## src/rtl/fibonacci_seq_pkg.sv

```systemverilog
// Shared types for the additive-sequence generator.
package fibonacci_seq_pkg;

    // Controller states: waiting for a command, or streaming terms.
    typedef enum logic [0:0] {
        IDLE = 1'b0,
        RUN  = 1'b1
    } state_t;

endpackage

```

## src/rtl/fibonacci_seq_dp.sv

```systemverilog
// Datapath for fibonacci_seq: the two-term window, its wrap flags and the adder.
// No control decisions are made here; load and shift come from the top-level FSM.
module fibonacci_seq_dp
    import fibonacci_seq_pkg::*;
#(
    parameter int unsigned W = 32
) (
    input  logic         clk,
    input  logic         rst_n,
    input  logic         load,
    input  logic         shift,
    input  logic [W-1:0] seed_a,
    input  logic [W-1:0] seed_b,
    output logic [W-1:0] term,
    output logic         term_ovf
);

    logic [W-1:0] x0_q;
    logic [W-1:0] x1_q;
    logic         ovf0_q;
    logic         ovf1_q;
    logic [W:0]   sum;

    // Carry out of the W-bit sum marks the first wrapped term.
    assign sum = {1'b0, x0_q} + {1'b0, x1_q};

    // Window registers: seed on load, slide one term forward on shift.
    always_ff @(posedge clk) begin
        if (!rst_n) begin
            x0_q   <= '0;
            x1_q   <= '0;
            ovf0_q <= 1'b0;
            ovf1_q <= 1'b0;
        end else if (load) begin
            x0_q   <= seed_a;
            x1_q   <= seed_b;
            ovf0_q <= 1'b0;
            ovf1_q <= 1'b0;
        end else if (shift) begin
            x0_q   <= x1_q;
            x1_q   <= sum[W-1:0];
            ovf0_q <= ovf1_q;
            // Sticky: once any term wrapped, every later term is flagged too.
            ovf1_q <= sum[W] | ovf0_q | ovf1_q;
        end
    end

    assign term     = x0_q;
    assign term_ovf = ovf0_q;

endmodule

```

## src/rtl/fibonacci_seq.sv

```systemverilog
// Host-seeded additive-sequence generator (Fibonacci, Lucas, arbitrary seeds).
// Accepts {a, b, n} on a command handshake and streams n terms on a valid/ready port.
// Optional build macro FIBONACCI_SEQ_OVF_STOP_EN: end the command at the first wrapped term.
module fibonacci_seq
    import fibonacci_seq_pkg::*;
#(
    parameter int unsigned W     = 32,
    parameter int unsigned CNT_W = 16
) (
    input  logic             clk,
    input  logic             rst_n,
    input  logic             start_vld,
    output logic             start_rdy,
    input  logic [W-1:0]     start_a,
    input  logic [W-1:0]     start_b,
    input  logic [CNT_W-1:0] start_n,
    output logic             out_vld,
    input  logic             out_rdy,
    output logic [W-1:0]     out_data,
    output logic             out_last,
    output logic             out_ovf,
    output logic             busy
);

    state_t           state_q;
    logic [CNT_W-1:0] rem_q;
    logic             vld_q;
    logic             rdy_q;
    logic             busy_q;

    logic             load;
    logic             shift;
    logic             last;
    logic             term_ovf;
    logic [W-1:0]     term;

    // rdy_q is high exactly in IDLE, so it doubles as the IDLE decode.
    // A zero-length command is accepted but never loads the datapath.
    assign load  = rdy_q & start_vld & (start_n != '0);
    assign shift = vld_q & out_rdy;

`ifdef FIBONACCI_SEQ_OVF_STOP_EN
    // The first flagged term closes the command even if rem is not exhausted.
    assign last = vld_q & ((rem_q == CNT_W'(1)) | term_ovf);
`else
    assign last = vld_q & (rem_q == CNT_W'(1));
`endif

    fibonacci_seq_dp #(
        .W (W)
    ) u_dp (
        .clk      (clk),
        .rst_n    (rst_n),
        .load     (load),
        .shift    (shift),
        .seed_a   (start_a),
        .seed_b   (start_b),
        .term     (term),
        .term_ovf (term_ovf)
    );

    // Control FSM with registered handshake/status flags and the remaining-term count.
    always_ff @(posedge clk) begin
        if (!rst_n) begin
            state_q <= IDLE;
            rem_q   <= '0;
            vld_q   <= 1'b0;
            rdy_q   <= 1'b1;
            busy_q  <= 1'b0;
        end else begin
            unique case (state_q)
                IDLE: begin
                    if (load) begin
                        state_q <= RUN;
                        rem_q   <= start_n;
                        vld_q   <= 1'b1;
                        rdy_q   <= 1'b0;
                        busy_q  <= 1'b1;
                    end
                end
                RUN: begin
                    if (shift) begin
                        rem_q <= rem_q - CNT_W'(1);
                        if (last) begin
                            state_q <= IDLE;
                            vld_q   <= 1'b0;
                            rdy_q   <= 1'b1;
                            busy_q  <= 1'b0;
                        end
                    end
                end
                default: begin
                    state_q <= IDLE;
                    vld_q   <= 1'b0;
                    rdy_q   <= 1'b1;
                    busy_q  <= 1'b0;
                end
            endcase
        end
    end

    assign start_rdy = rdy_q;
    assign out_vld   = vld_q;
    assign busy      = busy_q;
    assign out_data  = term;
    assign out_last  = last;
    // Stale flag left in the window after a command ends is not shown while idle.
    assign out_ovf   = vld_q & term_ovf;

endmodule

```

## config.mk

```make
export PLATFORM = sky130hd
export DESIGN_NAME = fibonacci_seq
export DESIGN_NICKNAME = d
export VERILOG_FILES = /design/src/rtl/fibonacci_seq_pkg.sv /design/src/rtl/fibonacci_seq_dp.sv /design/src/rtl/fibonacci_seq.sv
export SDC_FILE = /design/constraint.sdc
export NUM_CORES = 1
export LEC_CHECK = 0
export ABC_AREA = 1
export CAP_MARGIN = 20
export CORE_UTILIZATION = 30
export DETAILED_ROUTE_END_ITERATION = 12
export MAX_ROUTING_LAYER = met4
export SKIP_CTS_REPAIR_TIMING = 1
export SLEW_MARGIN = 25
export SYNTH_ARGS = -nofsm -noshare
export SYNTH_HDL_FRONTEND = slang
export SYNTH_SLANG_ARGS = --single-unit
```

## constraint.sdc

```tcl
create_clock -name clk -period 3.7 [get_ports clk]
set_input_delay 0.925 -clock clk [delete_from_list [all_inputs] [get_ports clk]]
set_output_delay 0.925 -clock clk [all_outputs]
set_load 0.005 [all_outputs]
```

; Word level (Yosys, flattened, before mapping)
; Index checks and enable logic that the tools add are counted.
[op_classes]
n_reduce_logical = 5
n_eq_ne = 4
bitwise = 9
n_addsub = 2
muxes = 19
[ops]
columns = op, count
row1 = 2-to-1 mux 32 bit, 4
row2 = adder 32 x 32 -> 33 bit, 1
row3 = 2-to-1 mux 16 bit, 2
row4 = case mux 16 bit (2 select lines), 1
row5 = "== test 16 x 1 -> 1 bit, second input constant", 1
row6 = nonzero test 16 bit, 1
row7 = "subtractor 16 x 1 -> 16 bit, second input constant", 1
row8 = 2-to-1 mux 1 bit, 9
row9 = case mux 1 bit (2 select lines), 3
row10 = AND 1 bit, 5
row11 = "inequality test 2 bit, second input constant", 2
row12 = AND reduction 3 bit, 1
row13 = "inequality test 2 x 1 -> 1 bit, second input constant", 1
row14 = NOT 1 bit, 2
row15 = bitwise OR 1 bit, 2
row16 = AND reduction 2 bit, 1
row17 = nonzero test 2 bit, 1
row18 = OR reduction 2 bit, 1
[word_totals]
inputBits = 84
regBits = 85

; Depth between registers and ports, before layout
; Gate-level depths: netlist of run 1.
[depth]
depth_word = 5
depth_mapped = 13
mapped_depth_nobuf = 13

; Hierarchy
; From an unflattened synthesis of run 1, not the netlist that was laid out.
[hier_totals]
cells_unflattened = 1181
area_unflattened_um2 = 6794.0
[modules_own_cells]
columns = mod, cells_each, n_inst, area_per_inst_um2, seq_area_each_um2
row1 = fibonacci_seq_dp, 911, 1, 5320.1, 1321.3
row2 = fibonacci_seq, 270, 1, 1473.9, 380.4

; Worst setup path after synthesis of run 1
; Ideal clock, no wire load.
[synth_path]
kind = input port to flip-flop
startpoint = in start_n[15]
endpoint = reg rem_q[13]
setup_ps = 119
required_time_ps = 3581
slack_ps = 1690
stages = 11
arrival_ps = 1891
path_buffers = 1
cell_sequence = nor2_1 nand2_1 nor2_1 nand2_1 nand3_4 inv_2 nand2_4 nand2_2 buf_4 o21ai_0 a21oi_1
[synth_via]
elab_chain_len = 4
[synth_rtl]
columns = item, line_no
row1 = "start, declared", fibonacci_seq.sv:16  ; input logic [CNT_W-1:0] start_n,
row2 = nonzero test 16 bit, fibonacci_seq.sv:39  ; assign load = rdy_q & start_vld & (start_n != '0);
row3 = AND 1 bit, fibonacci_seq.sv:39
row4 = inequality test 2 bit (no line), --
row5 = AND reduction 2 bit (no line), --
row6 = "end signal, assigned", fibonacci_seq.sv:75  ; rem_q <= start_n;
row7 = "end signal, assigned", fibonacci_seq.sv:83  ; rem_q <= rem_q - CNT_W'(1);
row8 = "end, declared", fibonacci_seq.sv:26  ; logic [CNT_W-1:0] rem_q;
; No other way between the ends.
; A chain may end at the register's enable or synchronous reset.

==> results of run 1 <==
sequential cells by signal, indices dropped and copies added (netlist names):
signal / flops
u_dp.ovf1_q: 1
u_dp.term: 32
start_rdy: 1
u_dp.term_ovf: 1
u_dp.x1_q: 32
rem_q: 16
state_q: 1
busy: 1
critical path, cell delays in order (launching register included):
cell and delay [ns]:
dfxtp_1 0.44, inv_1 0.09, nor4_1 0.30, nor3b_1 0.34, clkdlybuf4s50_1 0.60
logic make-up (layout without fill, tap and decap cells):
logic type / after synthesis / in the layout
AO/OA/AOI/OAI: 168 / 168
flip-flops: 85 / 85
XOR/XNOR: 13 / 13
buffers and inverters: 202 / 316
adder cells (fa/ha/maj): 35 / 35
AND/OR/NAND/NOR: 582 / 582
layer usage:
metal / wire length [µm] / track usage (%) / vias up
li1: - / - / 3645
met1: 9110 / 23.6 / 2963
met2: 9070 / 30.3 / 152
met3: 1100 / 4.29 / 15
met4: 175 / 3.97 / 0
met5: 0 / - / -
layout make-up:
| class | count | area (µm²) | share of cell area [%] |
|---|---|---|---|
| timing repair buffer | 133 | 1300 | 15.9 |
| tap | 270 | 338 | 4.14 |
| inverter | 168 | 631 | 7.73 |
| multi-input combinational | 798 | 3850 | 47.3 |
| sequential | 85 | 1700 | 20.9 |
| clock inverter | 4 | 97.6 | 1.20 |
| clock buffer | 11 | 233 | 2.85 |
power by group through the flow:
stage                     clock network, µW  registers [µW]  logic (µW)
after global placement                    0            1100         787
after CTS                              1070            1080         795
after global routing                   1100            1090         889
after floorplan                           0            1080         514
after detailed placement                  0            1100         791
final                                  1040            1080         787
worst min path at each step:
stage / start / to / slack (ns) / depth (start not counted)
floorplan: u_dp.ovf1_q / u_dp.ovf1_q / 0.43 / 2
detailed placement: u_dp.ovf1_q / u_dp.ovf1_q / 0.45 / 2
finish: u_dp.ovf1_q / u_dp.ovf1_q / 0.46 / 2
global route: u_dp.ovf1_q / u_dp.ovf1_q / 0.48 / 2
CTS: u_dp.ovf1_q / u_dp.ovf1_q / 0.46 / 2
global placement: u_dp.ovf1_q / u_dp.ovf1_q / 0.44 / 2
per-stage QoR:
step                      std cells  worst slack [ns]
after CTS                      1469             0.682
after detailed placement       1454             0.603
after global routing           1469             0.556
after floorplan                1085              1.69
final                          1469             0.661
after global placement         1454             0.632
synthesized netlist by cell type:
| cell type | count |
|---|---|
| nand2_1 | 420 |
| inv_1 | 163 |
| dfxtp_1 | 85 |
| nor2_1 | 68 |
| a21oi_1 | 67 |
| nand3_1 | 60 |
| a31oi_1 | 41 |
| o21ai_0 | 37 |
| ha_1 | 34 |
| buf_2 | 16 |
| o21ai_1 | 11 |
| clkbuf_1 | 9 |
| nor3_1 | 8 |
| xor2_1 | 8 |
| o211ai_1 | 6 |
| inv_2 | 5 |
| xnor2_1 | 5 |
| buf_4 | 4 |
| nand4_1 | 4 |
| o21bai_1 | 4 |
| and3_1 | 3 |
| buf_6 | 3 |
| nand2_2 | 3 |
| nand3_2 | 3 |
| nor2_2 | 3 |
| or2_2 | 3 |
| a211oi_1 | 1 |
| and2_1 | 1 |
| buf_1 | 1 |
| clkbuf_2 | 1 |
| fa_1 | 1 |
| nand2_4 | 1 |
| nand3_4 | 1 |
| nand3b_1 | 1 |
| nor3_4 | 1 |
| nor3b_1 | 1 |
| nor4_1 | 1 |
| o22ai_1 | 1 |
==> metrics.txt, run 1 <==
outcome finished, final reports clean; CTS tree built; Critical Path Start Type flop; # Max-Cap Violations 0; Internal Power 2000 µW; hold_ws approximately 0.46 ns; setup_tns 0 ns; Sink Count 85; Crit path required time ~2.8 ns; synthesis-stage register bit count 85; sequential area share after synthesis between 20% and 30%; vias in the first global route 6365; Clock Tree Buf Depth 2; largest net degree at the start of global routing 49; DP Wirelength 15.3 mm; Synth Area in Compound Gates 14.4%; worst skew pair latency 0.35 ns; global-route wire length before repair 31.6 mm; # rows 52; drc violations 0; worst hold path type flop to flop; initial core utilization a little under a third; post-synthesis area per instance 5.87 µm²; simple-gate share of the synthesized area a little under two fifths; Post-Synth Adder-Cell Area 6.99%; crit path capture out_last; most frequent cells in the layout nand2_1 (420), inv_1 (163), clkdlybuf4s50_1 (120); WL/cell 13.2 µm; I/O Pins 121; switch share 31.3%; core area 20600 µm²; Design Area, Final approximately 8200 µm²; mux share of post-synthesis cell area 0%; WL final 19.5 mm; antenna viol nets, final 0; ANT cells 0; total power 2910 µW; synthesized area 6370 µm²; Critical Path Sink Type output port; area leader, netlist dfxtp_1; CTS H-tree depth 3; CP arrival about 2.1 ns; most common cell after layout, fill and taps aside nand2_1; Syn Nets between 1000 and 1500; gr ovfl total 0; XOR/XNOR Fraction of Synth Area under 10%; R2R setup slack 1.36 ns; gpl congestion 0.942; CTS clk-pin slew, worst paths 0.06 ns; area share of the largest cell type after synthesis 26.7%; Num CTS Buffers 9; DR vias 6775; clk root buf clkbuf_16; Slew headroom 54.9%; Final Setup Violations 0; Worst setup startpoint busy; largest cells by area after synthesis dfxtp_1 (27%), nand2_1 (25%), inv_1 (9.6%), ha_1 (6.7%), a21oi_1 (5.3%); crit path max fanout 5; crit path kind flop to output port; DR iter-0 viols 349; reg-to-reg startpoint u_dp.term[0]; layout cells sized above 1 under 10%; dominant combinational cell family by area after synthesis simple AND/OR/NAND/NOR gates; antenna violations before repair 0; Nets 1314; final core utilization 39.7%; Psw 909 µW; LEAKAGE 0.00392 µW; Max Clock Freq about 330 MHz; clock power share 35.9%; R2R cell count 12; PortBufs 120; Seq pwr share 37.0%; Die ar. 21800 µm²; Die W ~150 µm; post-route minimum period just over 3 ns; Final Hold Vio Count 0; Via density 4.61; Total GRT Usage 18.7%; clock skew about 0.007 ns; Synth cell types 38; Area Overhead vs Synth 27.9%; crit share post-route 82.1%; Crit Reg-Reg Endpoint u_dp.x1_q[28]; Cells after Synth 1085; Worst-Margin Slew ~0.68 ns; Max VDD drop 0.205 mV; DR pass1 iterations 5; Power per Cell Area 357 nW/µm²; chip height 148 µm; Fillers 2269; RSZ-0062 raised after global routing no; synth warn 0; placed inst area around 7800 µm²; Max Slew Vio Count 0; Gate power share a little over a quarter
No activity file was read; power rests on OpenSTA's default activity.
==> inputs of run 2 (changes only) <==
clock period = 2.9 ns   (was 3.7 ns; I/O delays follow)
==> run 2 against run 1 <==
Sequential power increased by 27%. Sequential share of layout area decreased by 0.11 points. Final area increased by 0.55%. Flip-flop and latch count unchanged. Count of clock-buffer cells in the layout unchanged. Setup slack got worse by 0.52 ns. Clock skew increased by 0.0019 ns. Largest cell class unchanged. Largest power group unchanged.
==> metrics.txt, run 2 (synthesis gave the netlist of run 1 again) <==
outcome finished, final reports clean; chip height 148 µm; worst hold path type flop to flop; DP Wirelength 15.7 mm; clock skew 0.00882 ns; setup_tns 0 ns; PortBufs 120; clk root buf clkbuf_16; Nets 1318; met2 Use GR 31.7%; crit path kind flop to output port; Sink Count 85; # rows 52; Total GRT Usage 19.6%; Slew headroom just under 70%; Critical Path Sink Type output port; Power per Cell Area 447 nW/µm²; crit share post-route 95.0%; Seq pwr share 37.4%; ANT cells 0; vias in the first global route 6523; CTS H-tree depth 3; Max Slew Vio Count 0; R2R setup slack 0.48 ns; M1 GR Usage between 20 and 30%; post-route minimum period 2.75 ns; Critical Path Start Type flop; layout cells sized above 1 under 10%; final core utilization 39.9%; I/O Pins 121; Die ar. 21800 µm²; initial core utilization 31.0%; WL final 20.1 mm; Clock Tree Buf Depth 2; R2R cell count 12; WL/cell 13.7 µm; most common cell after layout, fill and taps aside nand2_1; antenna violations before repair 0; antenna viol nets, final 0; Max VDD drop 0.263 mV; Area Overhead vs Synth 28.6%; Worst setup startpoint busy; DR vias between 6000 and 7000; worst skew pair latency between 0.3 and 0.4 ns; core area 20600 µm²; Fillers between 2000 and 2500; # Max-Cap Violations 0; Via density 4.65; crit path capture out_last; Psw 1170 µW; CTS tree built; clock power share 34.5%; reg-to-reg startpoint u_dp.term[0]; crit path max fanout 5; grt peak-use layer met2; switch share 31.9%; Design Area, Final 8200 µm²; Crit path required time 2.17 ns; global-route wire length before repair 32.9 mm; CTS clk-pin slew, worst paths 0.07 ns; most frequent cells in the layout nand2_1 (420), inv_1 (163), clkdlybuf4s50_1 (120); Internal Power 2500 µW; Final Setup Violations 0; LEAKAGE 0.00394 µW; Gate power share between 20% and 30%; Crit Reg-Reg Endpoint u_dp.x1_q[28]; Worst-Margin Slew 0.458 ns; Max Clock Freq 363 MHz; DR pass1 iterations 5; grt met3 use 4.01%; largest net degree at the start of global routing 45; DR iter-0 viols ~460; drc violations 0; Num CTS Buffers 9; gpl congestion between 0.9 and 1; Die W 148 µm; gr ovfl total 0; CP arrival 2.03 ns; placed inst area just under 8000 µm²; Final Hold Vio Count 0
[run 2: through the flow]
stage	power (µW)	hold slack, ns	setup WS [ns]	cells
after global placement	2420	0.441	0.262	1458
final	3670	0.459	0.145	1473
after floorplan	2030	0.427	0.915	1085
after global routing	3890	0.469	-0.00628	1473
after CTS	3690	0.460	0.0696	1473
after detailed placement	2420	0.447	0.232	1458
[run 2: power by group through the flow]
stage                     combinational, µW  clock (µW)  sequential, µW
after floorplan                         655           0            1370
after CTS                              1030        1290            1370
after global placement                 1030           0            1400
after global routing                   1160        1340            1390
final                                  1030        1260            1370
after detailed placement               1030           0            1400
[run 2: area by class of cell]
type	instances	area, µm²	share of cell area [%]
inverters	168	631	7.69
flip-flops and latches	85	1700	20.8
multi-input cells	798	3860	47.1
clock buffers	11	243	2.96
clock inverters	4	72.6	0.885
well taps	270	338	4.12
repair buffers	137	1350	16.5
[run 2: metal layers]
metal,wire [µm],up-vias
li1,-,3653
met1,9770,3055
met2,9140,134
met3,1060,14
met4,166,0
met5,0,-
[run 2: worst min-delay path by stage]
stage           startpoint          end  cells after the start
2_1_floorplan  u_dp.ovf1_q  u_dp.ovf1_q                      2
3_3_place_gp   u_dp.ovf1_q  u_dp.ovf1_q                      2
3_5_place_dp   u_dp.ovf1_q  u_dp.ovf1_q                      2
4_1_cts        u_dp.ovf1_q  u_dp.ovf1_q                      2
5_1_grt        u_dp.ovf1_q  u_dp.ovf1_q                      2
6_report       u_dp.ovf1_q  u_dp.ovf1_q                      2
[run 2: critical path, cell delays in order, from the launching register on]
cell and delay [ns]:
dfxtp_1 0.45, inv_1 0.09, nor4_1 0.32, nor3b_2 0.27
clkdlybuf4s50_1 0.55
